File: src/rtl/life_row_renderer.sv
// Render stage of the Game-of-Life VGA core: prefetches one board row during
// hblank into a double buffer, then draws each live cell as an 8x8 icon.
module life_row_renderer #(
  parameter int LOG_W   = 5,
  parameter int LOG_H   = 4,
  parameter int CELL_SH = 3,
  parameter int X0      = 64,
  parameter int Y0      = 48,
  parameter int H_FETCH = 640,
  parameter int H_LAST  = 799
) (
  input  logic                   clk,
  input  logic                   rst_n,
  input  logic [9:0]             hpos,
  input  logic [9:0]             vpos,
  input  logic                   display_on,
  input  logic                   hsync_in,
  input  logic                   vsync_in,
  output logic                   rd_req,
  input  logic                   rd_gnt,
  output logic                   rd_en,
  output logic [LOG_W+LOG_H-1:0] rd_addr,
  input  logic                   rd_data,
  output logic [1:0]             r,
  output logic [1:0]             g,
  output logic [1:0]             b,
  output logic                   hsync_out,
  output logic                   vsync_out,
  output logic                   fetch_err
);

  localparam int W = 1 << LOG_W;
  localparam logic [9:0] X0_V      = 10'(X0);
  localparam logic [9:0] Y0_V      = 10'(Y0);
  localparam logic [9:0] H_FETCH_V = 10'(H_FETCH);
  localparam logic [9:0] H_LAST_V  = 10'(H_LAST);
  localparam logic [9:0] BOARD_W_V = 10'(W << CELL_SH);
  localparam logic [9:0] BOARD_H_V = 10'((1 << LOG_H) << CELL_SH);
  localparam logic [LOG_W-1:0] COL_LAST = {LOG_W{1'b1}};

  typedef enum logic [1:0] {IDLE, REQ, READ, DONE} state_t;

  state_t           state_q, state_d;
  logic [LOG_W-1:0] col_q, col_d;
  logic [LOG_H-1:0] row_q, row_d;
  logic             issued_q, issued_d;
  logic             cap_pend_q, cap_pend_d;
  logic [LOG_W-1:0] cap_col_q, cap_col_d;
  logic [W-1:0]     fetch_buf_q, fetch_buf_d;
  logic [W-1:0]     disp_buf_q, disp_buf_d;
  logic             rd_req_q, rd_req_d;
  logic             fetch_err_q, fetch_err_d;

  logic             inf_q, inf_d;
  logic             cell_q, cell_d;
  logic             ic_q, ic_d;
  logic             de1_q, de1_d;
  logic             hs1_q, hs1_d;
  logic             vs1_q, vs1_d;
  logic [1:0]       r_q, r_d;
  logic [1:0]       g_q, g_d;
  logic [1:0]       b_q, b_d;
  logic             hs2_q, hs2_d;
  logic             vs2_q, vs2_d;

  logic [9:0] ny, dyf, dx, dy;
  logic       at_last, trigger, hit, rd_en_c;
  logic [7:0] icon_bits;

  function automatic logic [7:0] icon_row(input logic [2:0] y);
    case (y)
      3'd0, 3'd7: icon_row = 8'h00;
      3'd1, 3'd6: icon_row = 8'h3C;
      default:    icon_row = 8'h7E;
    endcase
  endfunction

  // Wrapped (negative) offsets land far above the board size, so the unsigned
  // range compares below double as lower-bound checks.
  assign ny        = vpos + 10'd1;
  assign dyf       = ny - Y0_V;
  assign dx        = hpos - X0_V;
  assign dy        = vpos - Y0_V;
  assign at_last   = (hpos == H_LAST_V);
  assign trigger   = (hpos == H_FETCH_V) && (dyf < BOARD_H_V);
  assign hit       = (dx < BOARD_W_V) && (dy < BOARD_H_V);
  assign icon_bits = icon_row(dy[2:0]);
  assign rd_en_c   = (state_q == READ) && !issued_q && rd_gnt && !at_last;

  always_comb begin
    state_d     = state_q;
    col_d       = col_q;
    row_d       = row_q;
    issued_d    = issued_q;
    cap_pend_d  = rd_en_c;
    cap_col_d   = col_q;
    fetch_buf_d = fetch_buf_q;
    disp_buf_d  = disp_buf_q;
    rd_req_d    = rd_req_q;
    fetch_err_d = fetch_err_q;

    if (cap_pend_q) fetch_buf_d[cap_col_q] = rd_data;

    case (state_q)
      IDLE: begin
        if (trigger) begin
          state_d  = REQ;
          rd_req_d = 1'b1;
          row_d    = dyf[CELL_SH +: LOG_H];
          col_d    = '0;
          issued_d = 1'b0;
        end
      end
      REQ: begin
        if (rd_gnt) state_d = READ;
      end
      READ: begin
        if (rd_en_c) begin
          col_d = col_q + 1'b1;
          if (col_q == COL_LAST) issued_d = 1'b1;
        end
        if (cap_pend_q && (cap_col_q == COL_LAST)) begin
          state_d  = DONE;
          rd_req_d = 1'b0;
        end
      end
      DONE: begin
        if (at_last) begin
          disp_buf_d = fetch_buf_q;
          state_d    = IDLE;
        end
      end
      default: state_d = IDLE;
    endcase

    // Missing the line deadline abandons the row; the old row stays on screen.
    if (((state_q == REQ) || (state_q == READ)) && at_last) begin
      state_d     = IDLE;
      rd_req_d    = 1'b0;
      fetch_err_d = 1'b1;
    end
  end

  always_comb begin
    inf_d  = display_on & hit;
    cell_d = disp_buf_q[dx[CELL_SH +: LOG_W]];
    ic_d   = icon_bits[dx[2:0]];
    de1_d  = display_on;
    hs1_d  = hsync_in;
    vs1_d  = vsync_in;
    hs2_d  = hs1_q;
    vs2_d  = vs1_q;
    r_d    = 2'b00;
    g_d    = 2'b00;
    b_d    = 2'b00;
    if (de1_q) begin
      b_d = 2'b01;
      if (inf_q) begin
        r_d = {cell_q & ic_q, 1'b1};
        g_d = {cell_q & ic_q, 1'b1};
      end
    end
  end

  always_ff @(posedge clk or negedge rst_n) begin
    if (!rst_n) begin
      state_q     <= IDLE;
      col_q       <= '0;
      row_q       <= '0;
      issued_q    <= 1'b0;
      cap_pend_q  <= 1'b0;
      cap_col_q   <= '0;
      fetch_buf_q <= '0;
      disp_buf_q  <= '0;
      rd_req_q    <= 1'b0;
      fetch_err_q <= 1'b0;
      inf_q       <= 1'b0;
      cell_q      <= 1'b0;
      ic_q        <= 1'b0;
      de1_q       <= 1'b0;
      hs1_q       <= 1'b0;
      vs1_q       <= 1'b0;
      r_q         <= 2'b00;
      g_q         <= 2'b00;
      b_q         <= 2'b00;
      hs2_q       <= 1'b0;
      vs2_q       <= 1'b0;
    end else begin
      state_q     <= state_d;
      col_q       <= col_d;
      row_q       <= row_d;
      issued_q    <= issued_d;
      cap_pend_q  <= cap_pend_d;
      cap_col_q   <= cap_col_d;
      fetch_buf_q <= fetch_buf_d;
      disp_buf_q  <= disp_buf_d;
      rd_req_q    <= rd_req_d;
      fetch_err_q <= fetch_err_d;
      inf_q       <= inf_d;
      cell_q      <= cell_d;
      ic_q        <= ic_d;
      de1_q       <= de1_d;
      hs1_q       <= hs1_d;
      vs1_q       <= vs1_d;
      r_q         <= r_d;
      g_q         <= g_d;
      b_q         <= b_d;
      hs2_q       <= hs2_d;
      vs2_q       <= vs2_d;
    end
  end

  assign rd_req    = rd_req_q;
  assign rd_en     = rd_en_c;
  assign rd_addr   = {row_q, col_q};
  assign r         = r_q;
  assign g         = g_q;
  assign b         = b_q;
  assign hsync_out = hs2_q;
  assign vsync_out = vs2_q;
  assign fetch_err = fetch_err_q;

endmodule

File: config.mk
export PLATFORM = sky130hd
export DESIGN_NAME = life_row_renderer
export DESIGN_NICKNAME = d
export VERILOG_FILES = /design/src/rtl/life_row_renderer.sv
export SDC_FILE = /design/constraint.sdc
export NUM_CORES = 1
export LEC_CHECK = 0
export ABC_AREA = 1
export CAP_MARGIN = 40
export CELL_PAD_IN_SITES_DETAIL_PLACEMENT = 1
export CELL_PAD_IN_SITES_GLOBAL_PLACEMENT = 1
export CORE_MARGIN = 2
export CORE_UTILIZATION = 44
export CTS_CLUSTER_SIZE = 25
export DETAILED_ROUTE_END_ITERATION = 10
export HOLD_SLACK_MARGIN = 0.15
export PLACE_DENSITY_LB_ADDON = 0.1
export SYNTH_ARGS = -nofsm -noshare
export SYNTH_HDL_FRONTEND = slang
export SYNTH_SLANG_ARGS = --single-unit
File: constraint.sdc
create_clock -name clk -period 2 [get_ports clk]
set_input_delay 0.2 -clock clk [delete_from_list [all_inputs] [get_ports clk]]
set_output_delay 0.2 -clock clk [all_outputs]
set_load 0.03 [all_outputs]
==> summary.md, run 1 <==
| Metric | Value |
|---|---|
| Status | completed |
| Die X | 105.5 um |
| Clock period minus worst slack | 1913 ps |
| Number of global-route vias before repair | 3,847 |
| Final core utilization | between 50% and 60% |
| Antenna diodes | 0 |
| Core region area | between 10,000 and 15,000 um^2 |
| Endpoint of the most critical register-to-register path | cap_col_d[1] |
| Average vias per placed instance | 5.142 |
| Fraction of synthesized cell area in xor and xnor cells | 0.7733% |
| Clock input transition at the sequential cells of the worst setup and hold paths | 90 ps |
| CTS sink cnt | 95 |
| Later-pin clock latency in the skew report | 380 ps |
| Layout cell share with drive strength beyond 1 | between 10 and 15% |
| CP Launch Point | state_q[0] |
| FF-to-FF Start | state_q[0] |
| Number of failing hold endpoints at the final stage | 0 |
| Worst clock skew | 12.54 ps |
| Deepest level of the CTS H-tree | 3 |
| Crit start category | flop |
| Dominant cells by area after synthesis | sky130_fd_sc_hd__dfrtp_1 (52%), sky130_fd_sc_hd__mux2_4 (7.3%), sky130_fd_sc_hd__nand2_1 (6.6%) |
| Fraction of synthesis flops using an asynchronous set or reset pin | 100.0% |
| Adder-cell share of the synthesized area | 2.486% |
| Synthesized area per cell | 9.400 um^2 |
| Register-to-Register Path Depth | 9 |
| Wire length the detailed router placed on met1 | between 5 and 6 mm |
| Initial antenna violation count | 0 |
| Critical Path End Type | primary output |
| DR WL met3 | 267 um |
| Vertical die dimension | approximately 110 um |
| Dominant cell type by count on the critical path | sky130_fd_sc_hd__inv_1 |
| DRT iter0 DRCs | 137 |
| Global-route wire length before repair | 18.73 mm |
| Post-Synthesis Net Count | 518 |
| Half-perimeter wire length of the detailed placement result | 7.896 mm |
| Row count | 37 |
| Leakage component of the power | 2.612 nW |
| Number of DRC violations after detailed routing | 0 |
| Synth warn | 0 |
| Clock root buffer | sky130_fd_sc_hd__clkbuf_8 |
| Met2 layer wire length in the routed design | 5.305 mm |
| DRT Pass-1 Iters | 4 |
| Area fraction of the dominant cell type after synthesis | a little over half |
| Arrival time worst endpoint | 1710 ps |
| Pin count of the biggest net entering global routing | 71 |
| Post-synthesis mux area share | 7.539% |
| Count of input and output buffers | 45 |
| Post-DR wirelength/cell | 15.86 um |
| Start point of the worst min-delay path | vsync_in |
| Mapped cell area | around 4500 um^2 |
| Most area-hungry cell type in the Yosys netlist | sky130_fd_sc_hd__dfrtp_1 |
| EDFF count, synth | 0 |
| Antenna Violating Nets Remaining | 0 |
| TritonCTS clock tree | built |
| Most used standard cells in the synthesized netlist | sky130_fd_sc_hd__dfrtp_1 (95), sky130_fd_sc_hd__nand2_1 (80), sky130_fd_sc_hd__inv_1 (54), sky130_fd_sc_hd__nor2_1 (42), sky130_fd_sc_hd__o21ai_0 (39) |
| Aggregate negative setup slack | 0 ps |
| Largest fanout on the critical path | 4 |
| Num ports | 47 |
| Detailed-route via count | 3,558 |
| CP Cell Sequence | inv_1 -> ha_1 -> inv_1 -> nor3b_2 -> nand2_1 -> inv_2 -> buf_6 |
| Largest buffer count on any clock path | 2 |
| Routability congestion estimate from global placement | just under 0.8 |
| Largest stage delay on the critical path | between 400 and 500 ps |
| Max-cap violations | 0 |
| Aggregate global-route resource usage | around 21% |
| Register-to-register setup slack | 260 ps |
| Number of distinct library cell variants in the gate-level netlist after synthesis | 37 |
| Total Nets Final | 588 |
| Die area | 11,130 um^2 |
| Start-to-end type of the worst setup path | reg -> out |
| Worst vdd ir | around 0.48 mV |
| Post-synthesis sequential element count | 95 |
| Initial core utilization | 44.69% |
| Wirelength, routed | 10.97 mm |
| CP max-delay cell | sky130_fd_sc_hd__dfrtp_1 |
| Power Dens Cells | 839.3 nW/um^2 |
| Max Transition Viols Final | 0 |
| Worst min path class | in -> reg |
| Overall overflow remaining after global route | 0 |
| Prevailing post-synth register cell | sky130_fd_sc_hd__dfrtp_1 |
| Most frequently used cell type in the post-synthesis netlist | sky130_fd_sc_hd__dfrtp_1 |
| Dominant combinational cell family by area after synthesis | simple AND/OR/NAND/NOR gates |
| Setup repair after global routing missed its margin | false |
| Number of filler cells placed in the layout | about 1,200 |
| Count of mapped cells out of synthesis | 482 |
| Synth Area in Compound Gates | 12.01% |
| Area added between synthesis and finish | 20.88% |
| Fraction of the mapped netlist area in simple logic gates | 17.51% |
| Top layer in use | met4 |
| Termination of the worst setup path | rd_en |
| Required time worst endpoint | 1800 ps |
| Setup-failing EPs final | 0 |
| Number of buffers created by CTS | 9 |
| Final worst path period share | 95.63% |
| Final worst hold slack | 252.8 ps |
| Highest attainable clock frequency | ~520 MHz |
| Sequential element share of the synthesized area | 52.47% |
-- final cells by class --
cell class                      count  area (um^2)  area share, %
Tap cell                          136        170.2          3.107
Clock inverter                      4        30.03         0.5483
Multi-Input combinational cell    314         1836          33.52
Inverter                           56        212.7          3.884
Sequential cell                    95         2377          43.41
Clock buffer                       11        141.4          2.582
Timing Repair Buffer               76        709.4          12.95
-- repair_timing --
action | in CTS | in global routing
endpoints found under the setup margin | 1 | 1
pin swaps | 0 | 0
buffers inserted | 0 | 1
resized for setup | 1 | 2
endpoints found under the hold margin | 91 | 0
hold buffers | 1 | 0
-- power by group --
group	leakage (nW)	switching, W	total [W]	internal (W)
combinational	1.39	0.000710	0.00117	0.000463
clock	0.0858	0.000691	0.00118	0.000485
sequential	1.13	0.000142	0.00225	0.00211
total	2.61	0.00154	0.00460	0.00305
-- cell usage in the layout (no fill, tap or decap), drive strengths merged, types with 9 or more instances in the layout --
cell type,n
nand4,11
o21ai,44
inv,56
buf,32
clkbuf,11
ha,9
a21oi,27
mux2,23
a31oi,24
dfrtp,95
clkdlybuf4s50,43
nand3,18
nor2,43
nand2,82
nor3,18
-- stage by stage --
stage                     instances  setup slack (ps)  cell area (um^2)  total power (W)
after CTS                       691             16.46              5465         0.004625
after global placement          675            -28.59              5279         0.003386
after global routing            692             11.69              5477         0.004895
after floorplan                 482             479.2              4531         0.002966
final                           692             87.48              5477         0.004596
after detailed placement        675            -70.53              5279         0.003439
-- critical path, delay by kind of cell, from the launching register on --
kind / cells / cell delay, ps
adder cells (fa/ha/maj): 1 / 170
buffers and inverters: 4 / 420
flip-flops: 1 / 420
AND/OR/NAND/NOR: 2 / 320
-- metal layers --
layer | track usage, % | vias up
met5 | 0 | -
met4 | 9.429 | 0
met3 | 3.463 | 16
met2 | 34.88 | 45
met1 | 28.45 | 1757
li1 | - | 1740
-- registers in the layout, indices dropped and copies added (netlist names), 2 cells and up --
register and count:
row_q 4, cap_col_d 5, cap_col_q 5, fetch_buf_q 32, g 2, state_q 2
disp_buf_q 32
-- cell families after synthesis --
group | count (synthesis)
simple gates | 177
compound gates | 100
flops | 95
buf+inv | 73
mux | 23
fa+ha+maj | 9
xor+xnor | 4
other cells | 1
-- worst min path at each step --
stage                     endpoint  slack [ps]  cells past startpoint
floorplan                     b[0]        -100                      0
global placement    disp_buf_q[19]         130                      1
detailed placement           hs1_q         130                      1
CTS                          vs1_q         240                      1
global route                 vs1_q         250                      1
finish                       vs1_q         250                      1
(Power assumes the default switching activity.)
==> inputs of run 2 (changes only) <==
--- a/config.mk
+++ b/config.mk
@@ -5,12 +5,11 @@
 export SDC_FILE = /design/constraint.sdc
 export NUM_CORES = 1
 export LEC_CHECK = 0
-export ABC_AREA = 1
 export CAP_MARGIN = 40
 export CELL_PAD_IN_SITES_DETAIL_PLACEMENT = 1
 export CELL_PAD_IN_SITES_GLOBAL_PLACEMENT = 1
 export CORE_MARGIN = 2
-export CORE_UTILIZATION = 44
+export CORE_UTILIZATION = 46
 export CTS_CLUSTER_SIZE = 25
 export DETAILED_ROUTE_END_ITERATION = 10
 export HOLD_SLACK_MARGIN = 0.15
==> run 2 against run 1 <==
Against the previous run:
- global-route usage rose by 0.35 points
- largest power group unchanged
- first-iteration DRC count fell by 53%
- cell count fell by 13%
- clock power barely moved
- combinational power rose by 5%
- non-clock buffer count rose by 19
- hold slack improved by 31 ps
- die area fell by 4.6%
- sequential power barely moved
==> summary.md, run 2 <==
| Metric | Value |
|---|---|
| Status | completed |
| Total Nets Final | 501 (-15%) |
| Fraction of synthesis flops using an asynchronous set or reset pin | 100.0% (unchanged) |
| Row count | 36 (-2.7%) |
| Num ports | 47 (unchanged) |
| Initial antenna violation count | 0 (unchanged) |
| Max-cap violations | 0 (unchanged) |
| CP max-delay cell | sky130_fd_sc_hd__clkdlybuf4s50_1 |
| Required time worst endpoint | 1800 ps (about the same) |
| Worst min path class | in -> reg |
| Arrival time worst endpoint | 1700 ps (about the same) |
| Number of buffers created by CTS | 9 (unchanged) |
| Global-route wire length before repair | 17.39 mm (-7.1%) |
| Die X | 103.0 um (-2.3%) |
| Final worst path period share | 95.15% (-0.48 points) |
| Wirelength, routed | 10.76 mm (-2.0%) |
| Area fraction of the dominant cell type after synthesis | 52.69% (+0.22 points) |
| Switching power summed over all nets | 0.001543 W (about the same) |
| Critical Path End Type | primary output |
| Most used standard cells in the synthesized netlist | sky130_fd_sc_hd__dfrtp_1 (95), sky130_fd_sc_hd__mux2_2 (67), sky130_fd_sc_hd__nand2_1 (31), sky130_fd_sc_hd__nor2_1 (25), sky130_fd_sc_hd__a21oi_1 (15) |
| Prevailing post-synth register cell | sky130_fd_sc_hd__dfrtp_1 |
| Buffers and inverters on the worst path | 3 (-1) |
| Most frequent standard cell in the layout excluding fill and tap cells | sky130_fd_sc_hd__dfrtp_1 |
| Worst slew margin relative to its limit | a little under two thirds |
| Initial core utilization | 46.81% (+2.1 points) |
| Int Power | 0.003134 W (+2.7%) |
| Routability congestion estimate from global placement | 0.7916 (unchanged) |
| Largest fanout on the critical path | 3 (-1) |
| Dominant cells by area after synthesis | sky130_fd_sc_hd__dfrtp_1 (53%), sky130_fd_sc_hd__mux2_2 (17%), sky130_fd_sc_hd__nand2_1 (2.6%) |
| Switching part of the total power | 32.99% (-0.59 points) |
| EDFF count, synth | 0 (unchanged) |
| Number of global-route vias before repair | 3,420 (-11%) |
| Largest buffer count on any clock path | 2 (unchanged) |
| Post-synthesis sequential element count | 95 (unchanged) |
| Count of input and output buffers | 45 (unchanged) |
| DRT Pass-1 Iters | 4 (unchanged) |
| Max Transition Viols Final | 0 (unchanged) |
| Buffers inserted by post-CTS timing repair | 0 (unchanged) |
| Pin count of the biggest net entering global routing | 96 (+35%) |
| Clock root buffer | sky130_fd_sc_hd__clkbuf_8 |
| Synthesized area per cell | 12.00 um^2 (+28%) |
| Area post-placement | 5441 um^2 (+3.1%) |
| Worst vdd ir | 0.4840 mV (about the same) |
| Register share of total power | 48.6% (-0.3 points) |
| Sequential element share of the synthesized area | 52.69% (+0.22 points) |
| Synth warn | 0 (unchanged) |
| Number of distinct library cell variants in the gate-level netlist after synthesis | 51 (+38%) |
| Count of mapped cells out of synthesis | 376 (-22%) |
| Number of failing hold endpoints at the final stage | 0 (unchanged) |
| Crit start category | primary input |
| DRT iter0 DRCs | 65 (-53%) |
| CP Launch Point | hpos[7] |
| Number of filler cells placed in the layout | 1,036 (-11%) |
| Power Dens Cells | 830.0 nW/um^2 (-1.1%) |
| Detailed-route via count | 3,255 (-8.5%) |
| Antenna diodes | 0 (unchanged) |
| Transition at the pin with the smallest max-transition slack | 538.0 ps |
| Most area-hungry cell type in the Yosys netlist | sky130_fd_sc_hd__dfrtp_1 |
| Die area | 10,620 um^2 (-4.6%) |
| Most frequently used cell type in the post-synthesis netlist | sky130_fd_sc_hd__dfrtp_1 |
| Deepest level of the CTS H-tree | 3 (unchanged) |
| Largest stage delay on the critical path | 450 ps (+30 ps) |
| Start point of the worst min-delay path | vsync_in |
| TritonCTS clock tree | built |
| Average vias per placed instance | 5.398 (+5.0%) |
| Post-DR wirelength/cell | 17.84 um (+12%) |
| Core region area | 9639 um^2 (-4.9%) |
| Clock input transition at the sequential cells of the worst setup and hold paths | 90 ps (about the same) |
| Final core utilization | 58.46% (+4.4 points) |
| FF-to-FF Start | cap_col_q[1] |
| Setup repair after global routing missed its margin | false |
| Clock period minus worst slack | 1903 ps (-9.511 ps) |
| Vertical die dimension | 103.0 um (-2.3%) |
| Half-perimeter wire length of the detailed placement result | 7.718 mm (-2.3%) |
| Commonest cells after routing, fill and taps aside | sky130_fd_sc_hd__dfrtp_1 (95), sky130_fd_sc_hd__mux2_2 (67), sky130_fd_sc_hd__buf_4 (47) |
| Overall overflow remaining after global route | 0 (unchanged) |
| Start-to-end type of the worst setup path | in -> out |
| Area added between synthesis and finish | 24.90% |
| Setup-failing EPs final | 0 (unchanged) |
| Highest attainable clock frequency | 525.5 MHz (+0.50%) |
| Post-Synthesis Net Count | 412 (-20%) |
| Design area | 5635 um^2 (+2.9%) |
| CTS sink cnt | 95 (unchanged) |
| Clock share of power | 25.0% (-0.6 points) |
| Share of total power in combinational logic | 26.4% (+0.9 points) |
| Worst clock skew | 14.53 ps (+1.997 ps) |
| Layout cell share with drive strength beyond 1 | 32.34% (+18 points) |
| Later-pin clock latency in the skew report | 370 ps (about the same) |
| Antenna Violating Nets Remaining | 0 (unchanged) |
| Aggregate global-route resource usage | 21.83% (+0.35 points) |
| Critical path's top delay family | buffers and inverters |
| Mapped cell area | 4512 um^2 (-0.41%) |
| CP Cell Sequence | clkdlybuf4s50_1 -> inv_1 -> ha_1 -> nand3_2 -> o31a_1 -> and2_1 -> buf_2 |
| Number of DRC violations after detailed routing | 0 (unchanged) |
| Top flop regs | disp_buf_q x32, fetch_buf_q x32 |
| Leakage component of the power | 2.606 nW (-0.22%) |
## run 2: cells by family after synthesis
logic type	Yosys count	synth area share, %
AO/OA/AOI/OAI	47	7.072
XOR/XNOR	5	0.9708
adder cells (fa/ha/maj)	9	2.496
buffers and inverters	30	3.078
flip-flops	95	52.69
multiplexers	82	21.46
other	1	0.08311
AND/OR/NAND/NOR	107	12.15
## run 2: power groups by stage
| stage | sequential (W) | clock [W] | combinational [W] |
|---|---|---|---|
| after floorplan | 0.00233 | 0 | 0.000681 |
| after global placement | 0.00230 | 0 | 0.00120 |
| after detailed placement | 0.00231 | 0 | 0.00123 |
| after CTS | 0.00228 | 0.00121 | 0.00125 |
| after global routing | 0.00231 | 0.00130 | 0.00137 |
| final | 0.00227 | 0.00117 | 0.00123 |
## run 2: area by class of cell
| class | instances | area (um^2) | share of cell area [%] |
|---|---|---|---|
| Clock buffer | 10 | 127.6 | 2.265 |
| Inverter | 13 | 48.80 | 0.8659 |
| Tap cell | 133 | 166.4 | 2.953 |
| Multi-Input combinational cell | 251 | 2011 | 35.68 |
| Clock inverter | 6 | 43.79 | 0.7771 |
| Timing Repair Buffer | 95 | 860.8 | 15.28 |
| Sequential cell | 95 | 2377 | 42.18 |
## run 2: metrics by stage
step | hold WS [ps] | TNS, ps | total power (W) | instances | setup WS (ps)
after floorplan | -95.59 | 0 | 0.003010 | 376 | 163.8
after global placement | 289.7 | -8989 | 0.003500 | 586 | -370.0
after detailed placement | 294.9 | -12150 | 0.003547 | 586 | -428.3
after CTS | 271.1 | 0 | 0.004731 | 603 | 7.019
after global routing | 263.8 | 0 | 0.004973 | 603 | 17.93
final | 283.8 | 0 | 0.004677 | 603 | 96.99
## run 2: timing repair
action,CTS,global route
endpoints found under the setup margin,7,12
pin swaps,0,0
gates resized for setup,7,3
endpoints found under the hold margin,95,0
hold buffers,1,0
## run 2: routing by layer
layer  vias up  global-route usage (%)  routed length, um
met5         -                       0                  0
met4         0                   5.364                125
met3        13                   4.678                274
met2        43                   37.46               5461
met1      1674                   28.33               4893
li1       1525                       -                  -
## run 2: final timing paths
path / slack, ps / endpoint / cells after the start
max in group asynchronous: 1180 / disp_buf_q[27] / 3
min reg2reg: 360 / vsync_out / 0
min: 280 / vs1_q / 1
min in group asynchronous: 370 / hsync_out / 3
max reg2reg: 120 / state_q[0] / 5
max: 100 / rd_en / 7
## run 2: worst reg2reg max path: cells and delay by family (launching register included)
family	cells	cell delay, ps
AND/OR/NAND/NOR	4	1100
AO/OA/AOI/OAI	1	240
flip-flops	1	480
==> inputs of run 3 (changes only) <==
--- a/config.mk
+++ b/config.mk
@@ -5,12 +5,11 @@
 export SDC_FILE = /design/constraint.sdc
 export NUM_CORES = 1
 export LEC_CHECK = 0
-export CAP_MARGIN = 40
+export CAP_MARGIN = 20
 export CELL_PAD_IN_SITES_DETAIL_PLACEMENT = 1
 export CELL_PAD_IN_SITES_GLOBAL_PLACEMENT = 1
 export CORE_MARGIN = 2
-export CORE_UTILIZATION = 46
-export CTS_CLUSTER_SIZE = 25
+export CORE_UTILIZATION = 49
 export DETAILED_ROUTE_END_ITERATION = 10
 export HOLD_SLACK_MARGIN = 0.15
 export PLACE_DENSITY_LB_ADDON = 0.1
==> constraint.sdc (replaced) <==
create_clock -name clk -period 2.29 [get_ports clk]
set_input_delay 0.229 -clock clk [delete_from_list [all_inputs] [get_ports clk]]
set_output_delay 0.229 -clock clk [all_outputs]
set_load 0.03 [all_outputs]
==> run 3 against run 2 <==
Against the previous run:
- die area decreased by 5.9%
- hold slack better by 35 ps
- combinational power down 16%
- cell count is 7.0% lower
- wire length grew 4.8%
- design area shrank 3.2%
- clock skew decreased by 2.6 ps
==> summary.md, run 3 (synthesis gave the netlist of run 2 again) <==
| Metric | Value |
|---|---|
| Status | completed |
| Die X | 99.96 um (-3.0%) |
| Post-DR wirelength/cell | 20.09 um (+13%) |
| Transition at the pin with the smallest max-transition slack | 757.6 ps (+219.5 ps) |
| Max-cap violations | 0 (unchanged) |
| TritonCTS clock tree | built |
| Deepest level of the CTS H-tree | 3 (unchanged) |
| Switching part of the total power | 32.42% (-0.57 points) |
| FF-to-FF Start | cap_col_q[4] |
| Overall overflow remaining after global route | 0 (unchanged) |
| Num ports | 47 (unchanged) |
| Hold-critical path depth | 1 (unchanged) |
| Endpoint of the most critical register-to-register path | state_q[0] |
| Aggregate global-route resource usage | 24.48% (+2.6 points) |
| Setup repair after global routing missed its margin | false |
| Worst min path class | in -> reg |
| Number of failing hold endpoints at the final stage | 0 (unchanged) |
| Vertical die dimension | 99.96 um (-3.0%) |
| Largest fanout on the critical path | 6 (+3) |
| Layout cell share with drive strength beyond 1 | 28.44% (-3.9 points) |
| Later-pin clock latency in the skew report | 360 ps (about the same) |
| Required time worst endpoint | 2540 ps (+740 ps) |
| Routability congestion estimate from global placement | 0.8758 (+11%) |
| Clock input transition at the sequential cells of the worst setup and hold paths | 90 ps (about the same) |
| Critical Path End Type | flop |
| Share of total power in combinational logic | 24.8% (-1.6 points) |
| Worst clock skew | 11.92 ps (-2.613 ps) |
| Max Transition Viols Final | 0 (unchanged) |
| Clock period minus worst slack | approximately 2100 ps |
| Aggregate negative setup slack | 0 ps (unchanged) |
| Die area | 9991 um^2 (-5.9%) |
| CTS sink cnt | 95 (unchanged) |
| Most frequent standard cell in the layout excluding fill and tap cells | sky130_fd_sc_hd__dfrtp_1 |
| Clock root buffer | sky130_fd_sc_hd__clkbuf_8 |
| Design area | 5456 um^2 (-3.2%) |
| Start point of the worst min-delay path | hsync_in |
| Row count | 35 (-2.8%) |
| CP Cell Sequence | clkdlybuf4s50_1 -> inv_1 -> buf_4 -> ha_1 -> nor3b_1 -> nand4_1 -> o31a_1 -> buf_4 -> a221o_2 |
| Half-perimeter wire length of the detailed placement result | 8.215 mm (+6.4%) |
| Dominant cell type by count on the critical path | sky130_fd_sc_hd__buf_4 |
| Area added between synthesis and finish | 20.94% |
| Top flop regs | disp_buf_q x32, fetch_buf_q x32 |
| Area post-placement | 5251 um^2 (-3.5%) |
| Setup-failing EPs final | 0 (unchanged) |
| Start-to-end type of the worst setup path | in -> reg |
| Count of input and output buffers | 45 (unchanged) |
| Total power | 0.004158 W (-11%) |
| Detailed-route via count | 3,195 (-1.8%) |
| Power Dens Cells | 762.1 nW/um^2 (-8.2%) |
| Leakage component of the power | 2.497 nW (-4.2%) |
| Final worst path period share | a little over nine tenths |
| Antenna Violating Nets Remaining | 0 (unchanged) |
| Number of buffers created by CTS | 9 (unchanged) |
| Global-route wire length before repair | 18.85 mm (+8.4%) |
| Final core utilization | 60.19% (+1.7 points) |
| Hold Crit Endpoint | hs1_q |
| DRT iter0 DRCs | 100 (+54%) |
| Core region area | 9065 um^2 (-6.0%) |
| Largest buffer count on any clock path | 2 (unchanged) |
| CP max-delay cell | sky130_fd_sc_hd__clkdlybuf4s50_1 |
| Register-to-register setup slack | 250 ps (+130 ps) |
| Number of global-route vias before repair | 3,603 (+5.4%) |
| Arrival time worst endpoint | 2390 ps (+690 ps) |
| Initial antenna violation count | 0 (unchanged) |
| Pin count of the biggest net entering global routing | 44 (-54%) |
| Number of DRC violations after detailed routing | 0 (unchanged) |
| Number of filler cells placed in the layout | 955 (-7.8%) |
| Total Nets Final | 481 (-4.0%) |
| Worst vdd ir | 0.4346 mV (-10%) |
| Wirelength, routed | 11.27 mm (+4.8%) |
| Crit start category | primary input |
| Int Power | 0.002810 W (-10%) |
| Largest stage delay on the critical path | 470 ps (+20 ps) |
| Antenna diodes | 0 (unchanged) |
| Commonest cells after routing, fill and taps aside | sky130_fd_sc_hd__dfrtp_1 (95), sky130_fd_sc_hd__mux2_2 (67), sky130_fd_sc_hd__clkdlybuf4s50_1 (43) |
| Register-to-Register Path Depth | 5 (unchanged) |
| DRT Pass-1 Iters | 4 (unchanged) |
| Highest attainable clock frequency | 465.7 MHz |
| Worst slew margin relative to its limit | 49.39% (-14 points) |
| Clock share of power | 27.1% (+2.1 points) |
| Switching power summed over all nets | 0.001348 W (-13%) |
| Register share of total power | 48.1% (-0.5 points) |
| Buffers inserted by post-CTS timing repair | 0 (unchanged) |
| Average vias per placed instance | 5.695 (+5.5%) |
| Initial core utilization | 49.77% (+3.0 points) |
## run 3: per-layer routing
metal / track usage [%] / share of wire, %
met4: 6.217 / 1.5
met2: 42.72 / 51
met3: 4.805 / 2.6
met5: 0 / 0
met1: 31.49 / 45
## run 3: worst max path at each step
stage	from	endpoint	slack, ps	cells after the start
final	hpos[6]	cap_col_d[4]	140	9
after global routing	hpos[6]	cap_col_d[2]	20	9
after CTS	hpos[6]	rd_en	60	7
after detailed placement	hpos[6]	issued_q	-260	10
after global placement	hpos[6]	issued_q	-150	10
after floorplan	hpos[6]	state_q[0]	420	8
## run 3: power by group through the flow
| stage | Combinational [W] | Clock (W) | Sequential [W] |
|---|---|---|---|
| CTS | 0.00104 | 0.00115 | 0.00200 |
| global route | 0.00114 | 0.00120 | 0.00203 |
| finish | 0.00103 | 0.00113 | 0.00200 |
| detailed placement | 0.00104 | 0 | 0.00203 |
| global placement | 0.00100 | 0 | 0.00201 |
| floorplan | 0.000595 | 0 | 0.00203 |
## run 3: repair_timing
item                                    4_1_cts  5_1_grt
hold buffers                                  1        0
gates resized for setup                       1        3
endpoints found under the setup margin        1        4
gates cloned                                  0        0
endpoints found under the hold margin        41        0
## run 3: area by class of cell
type	count	area (um^2)	area share (%)
sequential	95	2377	43.57
clock buffer	11	131.4	2.408
timing repair buffer	75	695.7	12.75
inverter	13	48.80	0.8943
tap	111	138.9	2.545
multi-input combinational	251	2001	36.67
clock inverter	5	63.81	1.169
## run 3: through the flow
stage | cells | setup WS, ps | hold WS (ps)
floorplan | 376 | 424.8 | -66.59
global placement | 544 | -151.0 | 242.0
detailed placement | 544 | -255.9 | 249.5
CTS | 561 | 61.42 | 309.1
global route | 561 | 17.15 | 307.0
finish | 561 | 142.5 | 318.7
## run 3: worst max-delay path, delay by kind of cell
family                   cells  cell delay (ps)
AO/OA/AOI/OAI                2              710
adder cells (fa/ha/maj)      1              130
buffers and inverters        4              890
AND/OR/NAND/NOR              2              430
